### src/rtl/seq_alu.sv
// rtl/seq_alu.sv - sequential ALU with single-cycle logic/arith ops and iterative MUL/DIV
module seq_alu #(
  parameter int WIDTH  = 32,
  parameter int FUNC_W = 6
) (
  input  logic              clk,
  input  logic              rst_n,
  input  logic              in_valid,
  output logic              in_ready,
  input  logic [FUNC_W-1:0] func,
  input  logic [WIDTH-1:0]  a,
  input  logic [WIDTH-1:0]  b,
  output logic              out_valid,
  input  logic              out_ready,
  output logic [WIDTH-1:0]  out,
  output logic [WIDTH-1:0]  out_hi,
  output logic              flag
);

  localparam logic [FUNC_W-1:0] OP_PLUS  = FUNC_W'(0);
  localparam logic [FUNC_W-1:0] OP_MINUS = FUNC_W'(1);
  localparam logic [FUNC_W-1:0] OP_MUL   = FUNC_W'(2);
  localparam logic [FUNC_W-1:0] OP_DIV   = FUNC_W'(3);
  localparam logic [FUNC_W-1:0] OP_AND   = FUNC_W'(4);
  localparam logic [FUNC_W-1:0] OP_OR    = FUNC_W'(5);
  localparam logic [FUNC_W-1:0] OP_XOR   = FUNC_W'(6);

  localparam int             CW   = $clog2(WIDTH) + 1;
  localparam logic [CW-1:0]  LAST = CW'(WIDTH - 1);

  typedef enum logic [1:0] {
    IDLE = 2'd0,
    BUSY = 2'd1,
    DONE = 2'd2
  } state_t;

  state_t state, state_nxt;

  // Captured request and iteration state
  logic             op_mul;
  logic [WIDTH-1:0] opa;
  logic [WIDTH-1:0] opb;
  logic [WIDTH-1:0] work_hi;
  logic [WIDTH-1:0] work_lo;
  logic [CW-1:0]    cnt;

  logic accept;
  logic last_iter;
  logic is_iter_op;

  assign accept     = in_valid && in_ready;
  assign last_iter  = (cnt == LAST);
  assign is_iter_op = (func == OP_MUL) || (func == OP_DIV);

  // Single-cycle results, computed straight from the inputs at acceptance
  logic [WIDTH:0]   add_full;
  logic [WIDTH:0]   sub_full;
  logic [WIDTH-1:0] short_out;
  logic             short_flag;

  // Combinational result for the one-cycle opcodes; undefined codes give zero
  always_comb begin
    add_full   = {1'b0, a} + {1'b0, b};
    sub_full   = {1'b0, a} - {1'b0, b};
    short_out  = '0;
    short_flag = 1'b0;
    case (func)
      OP_PLUS: begin
        short_out  = add_full[WIDTH-1:0];
        short_flag = add_full[WIDTH];
      end
      OP_MINUS: begin
        short_out  = sub_full[WIDTH-1:0];
        short_flag = sub_full[WIDTH];
      end
      OP_AND:  short_out = a & b;
      OP_OR:   short_out = a | b;
      OP_XOR:  short_out = a ^ b;
      default: begin
        short_out  = '0;
        short_flag = 1'b0;
      end
    endcase
  end

  // One iteration step: MUL keeps {acc, multiplier} and shifts right,
  // DIV keeps {remainder, dividend/quotient} and shifts left
  logic [WIDTH:0]   mul_sum;
  logic [WIDTH:0]   div_shift;
  logic [WIDTH:0]   div_diff;
  logic             div_ge;
  logic [WIDTH-1:0] iter_hi;
  logic [WIDTH-1:0] iter_lo;

  // Next iteration values for the shift-add multiplier and restoring divider
  always_comb begin
    mul_sum   = {1'b0, work_hi} + (work_lo[0] ? {1'b0, opa} : {(WIDTH+1){1'b0}});
    div_shift = {work_hi, work_lo[WIDTH-1]};
    div_diff  = div_shift - {1'b0, opb};
    // Remainder stays below the divisor, so the top bit of the difference is the borrow
    div_ge    = ~div_diff[WIDTH];
    if (op_mul) begin
      iter_hi = mul_sum[WIDTH:1];
      iter_lo = {mul_sum[0], work_lo[WIDTH-1:1]};
    end else begin
      iter_hi = div_ge ? div_diff[WIDTH-1:0] : div_shift[WIDTH-1:0];
      iter_lo = {work_lo[WIDTH-2:0], div_ge};
    end
  end

  // State register
  always_ff @(posedge clk or negedge rst_n) begin
    if (!rst_n) begin
      state <= IDLE;
    end else begin
      state <= state_nxt;
    end
  end

  // Next-state logic and handshake outputs
  always_comb begin
    state_nxt = state;
    in_ready  = 1'b0;
    out_valid = 1'b0;
    case (state)
      IDLE: begin
        in_ready = 1'b1;
        if (in_valid) begin
          state_nxt = is_iter_op ? BUSY : DONE;
        end
      end
      BUSY: begin
        if (last_iter) begin
          state_nxt = DONE;
        end
      end
      DONE: begin
        out_valid = 1'b1;
        if (out_ready) begin
          state_nxt = IDLE;
        end
      end
      default: state_nxt = IDLE;
    endcase
  end

  // Datapath: capture on acceptance, iterate in BUSY, result registers hold otherwise
  always_ff @(posedge clk or negedge rst_n) begin
    if (!rst_n) begin
      op_mul  <= 1'b0;
      opa     <= '0;
      opb     <= '0;
      work_hi <= '0;
      work_lo <= '0;
      cnt     <= '0;
      out     <= '0;
      out_hi  <= '0;
      flag    <= 1'b0;
    end else begin
      case (state)
        IDLE: begin
          if (accept) begin
            opa     <= a;
            opb     <= b;
            cnt     <= '0;
            work_hi <= '0;
            if (func == OP_MUL) begin
              op_mul  <= 1'b1;
              work_lo <= b;
            end else if (func == OP_DIV) begin
              op_mul  <= 1'b0;
              work_lo <= a;
            end else begin
              out    <= short_out;
              out_hi <= '0;
              flag   <= short_flag;
            end
          end
        end
        BUSY: begin
          work_hi <= iter_hi;
          work_lo <= iter_lo;
          cnt     <= cnt + CW'(1);
          if (last_iter) begin
            if (!op_mul && (opb == '0)) begin
              out    <= '1;
              out_hi <= opa;
              flag   <= 1'b1;
            end else begin
              out    <= iter_lo;
              out_hi <= iter_hi;
              flag   <= 1'b0;
            end
          end
        end
        default: begin
        end
      endcase
    end
  end

endmodule

### config.mk
export PLATFORM = sky130hd
export DESIGN_NAME = seq_alu
export DESIGN_NICKNAME = d
export VERILOG_FILES = /design/src/rtl/seq_alu.sv
export SDC_FILE = /design/constraint.sdc
export NUM_CORES = 1
export LEC_CHECK = 0
export ABC_AREA = 1
export ABC_CLOCK_PERIOD_IN_PS = 4700
export BUFFER_PORTS_ARGS = -buffer_cell sky130_fd_sc_hd__buf_2
export CELL_PAD_IN_SITES_DETAIL_PLACEMENT = 1
export CELL_PAD_IN_SITES_GLOBAL_PLACEMENT = 1
export CORE_AREA = 2 2 265 267
export DETAILED_ROUTE_END_ITERATION = 8
export DIE_AREA = 0 0 267 269
export HOLD_SLACK_MARGIN = 0.03
export PLACE_DENSITY = 0.64
export SLEW_MARGIN = 25
export SYNTH_ARGS = -nofsm -noshare
export SYNTH_HDL_FRONTEND = slang
export SYNTH_SLANG_ARGS = --single-unit
### constraint.sdc
create_clock -name clk -period 4.7 [get_ports clk]
set_input_delay 0.705 -clock clk [delete_from_list [all_inputs] [get_ports clk]]
set_output_delay 0.705 -clock clk [all_outputs]
set_load 0.1 [all_outputs]
==> results.yml <==
placed_design:
  hpwl_mm: 74.2
  post-place-cells: 4437
  portBuffers: 140
  gp_congestion: 0.973
  placed_area_mm2: 0.0222
clock_tree:
  clk_pin_slew_ns: 0.06
  clk_path_buf_depth: 3
  htree_levels: 1
  insertion_delay_ns: 0.57
  cts.repair.resized: 0
  cts_buffers: 26
  cts_sinks: 202
  clockRootBuffer: "clkbuf_16"
  postCtsSetupBuffers: 0
  cts_hold_buf: 0
  tritoncts: "built"
routing:
  dr.pass1.iters: 5
  drc: 0
  wirelength_mm: 90.7
  drtAntennaViolNets: 0
  viasPerCell: 5.03
  vias: 22600
  drt_iter0_drc: 1526
  wl_per_cell_um: 20.2
timing:
  hold_viol_final: 0
  fin_skew_ns: 0.0146
  rsz0062_at_grt: "false"
  max_freq_mhz: 292
  worst_slew_pin_slew_ns: 0.909
  max_slew_margin_pct: 39.3
  finalCritPeriodShare_pct: 72.9
  setup_tns_ns: 0
  period_needed_ns: 3.43
  setup_viol: 0
  slew_violations: 0
  hold_ws_ns: 0.0685
final_layout:
  final_cell_mix: "nand2_1 (1125), inv_1 (547), o21ai_0 (312)"
  final_common_cell: "nand2_1"
  fin_area_mm2: 0.0230
  nFillCells: 9242
  drive_above_1_share_pct: 6.94
  area_growth_pct: 12.2
  nets: 3772
  finalNonFillerCells: 4484
logic_synthesis:
  synth_cell_types: 45
  syn_area_mm2: 0.0205
  ys_ff_latch: 202
  ys_warn_count: 0
  synth_edf_count: 0
  synthCells: 3446
  synth-async-reset-ratio_pct: 100
  synthesis.nets: 3693
  syn_area_per_cell_um2: 5.96
  synthFlopType: "dfrtp_1"
  synth_seq_area_share_pct: 24.6
pwr:
  p_total_uw: 10700
  leakagePower_uw: 0.0129
  powerDensity_mw_per_mm2: 463
  vdd_ir_drop_max_mv: 0.390
worst_setup_path:
  slowest_stage: "fa_1"
  crit_chain: "buf_4 > nand2_1 > inv_1 > ha_1 > inv_1 > fa_1 > o21ai_1 > nand2_1 > nand2_1 > inv_1 > o21ai_1 > nand2_1 > nand3_1 > nand3_1 > nand2_1 > nand2_1 > nand2_1 > nand2_1"
  crit_path_frequent_cell: "nand2_1"
  max_stage_delay_ns: 0.43
  path_class: "flop to flop"
  arrival_ns: 3.89
  cp_num_buf_inv: 4
  start_kind: "flop"
  reg2regPathDepth: 18
  r2r_setup_slack_ns: 1.27
  cp-end-kind: "flop"
  r2r_end: "out_hi[25]"
  crit_fanout: 34
  worstReg2RegStart: "work_lo[0]"
  required_ns: 5.16
  crit_family: "simple AND/OR/NAND/NOR gates"
die:
  io_pins: 141
  rows: 97
  die_h_um: 269
  core-area_mm2: 0.0693
  initial_core_util_pct: 29.6
  die-area_mm2: 0.0718
  die_w_um: 267
hold_path:
  hold_class: "input port to asynchronous set/reset pin"
grt:
  grtUsageTotal_pct: 25.0
  grt_overflow: 0
  grt_start_max_net_pins: 75
  grt_pass1_vias: 23200
  grt_pass1_wl_mm: 138
  antenna_found_initial: 0
status:
  status: "complete, no violations"
run:
  cap_violations: 0
[per-layer routing]
layer  track usage (%)  wire length (um)  up-vias
met5                 0                 0        -
li1                  -                 -    11100
met4              9.55              3650        0
met3              1.42              3250      125
met1              33.1             41400    10900
met2              42.8             42400      474
[report_power, final]
| group | internal [uW] | total, uW | switching, uW |
|---|---|---|---|
| combinational | 1360 | 5660 | 4300 |
| sequential | 2320 | 2860 | 537 |
| clock | 1260 | 2150 | 895 |
| total | 4940 | 10700 | 5730 |
[stage by stage]
| step | worst slack [ns] | util [%] |
|---|---|---|
| after CTS | 1.30 | 33.3 |
| after global placement | 1.33 | 32.0 |
| after global routing | 0.958 | 33.3 |
| final | 1.27 | 33.3 |
| after detailed placement | 1.21 | 32.0 |
| after floorplan | 1.71 | - |
[how the worst max path moves through the flow]
stage,startpoint,endpoint,slack [ns],depth (start not counted)
2_1_floorplan,state[1],out_hi[21],1.71,10
3_3_place_gp,func[5],out[4],1.33,10
3_5_place_dp,func[4],out[8],1.21,10
4_1_cts,work_lo[0],out_hi[29],1.30,18
5_1_grt,work_lo[0],out_hi[25],0.96,18
6_report,work_lo[0],out_hi[25],1.27,18
[synthesized netlist by cell type, types with 3 or more instances]
master / n / area share [%]
nand4_1: 26 / 0.79
nand3b_1: 11 / 0.40
nand3_1: 213 / 5.2
nor4_1: 10 / 0.30
o21ai_1: 21 / 0.51
buf_1: 4 / 0.073
inv_2: 6 / 0.11
nor3_1: 31 / 0.76
fa_1: 4 / 0.39
buf_2: 25 / 0.61
inv_1: 547 / 10
o22ai_1: 25 / 0.76
buf_6: 5 / 0.27
buf_4: 3 / 0.11
o21bai_1: 11 / 0.40
o211ai_1: 6 / 0.22
a21oi_1: 256 / 6.2
nor2_2: 6 / 0.18
a21o_1: 10 / 0.37
dfrtp_1: 202 / 25
o21ai_0: 312 / 7.6
nor2_1: 260 / 4.8
xnor2_1: 17 / 0.72
a221oi_1: 7 / 0.30
a31oi_1: 6 / 0.18
xor2_1: 7 / 0.30
nand2_2: 10 / 0.30
clkbuf_1: 75 / 1.4
and2_1: 8 / 0.24
nand2_1: 1126 / 21
ha_1: 169 / 10
o2111ai_1: 3 / 0.13
o21a_1: 8 / 0.29
[flip-flops by register name (all words and copies together), names as in the netlist, 2 cells and up]
signal and flops:
out 32, cnt 6, opb 32, work_lo 32, opa 32, out_hi 32, state 2, work_hi 32
[cell families after synthesis]
family                     count (synthesis)  share of synthesized area [%]
and+or+nand+nor                         1708                           33.8
adders and majority gates                173                           10.7
xor gates and xnor gates                  24                           1.02
AOI/OAI and AO/OA                        671                           17.3
DFF                                      202                           24.6
buffers and inverters                    668                           12.6
[cell type report]
class,instances,area [um2],share of cell area (%)
clock buffer,33,728,3.16
tap,940,1180,5.10
inverter,554,2080,9.03
multi-input combinational,2576,12900,56.1
sequential,202,5060,21.9
timing repair buffer,165,911,3.95
clock inverter,13,155,0.673
antenna,1,2.50,0.0109
Note: power is estimated with default switching activity, not from simulation.
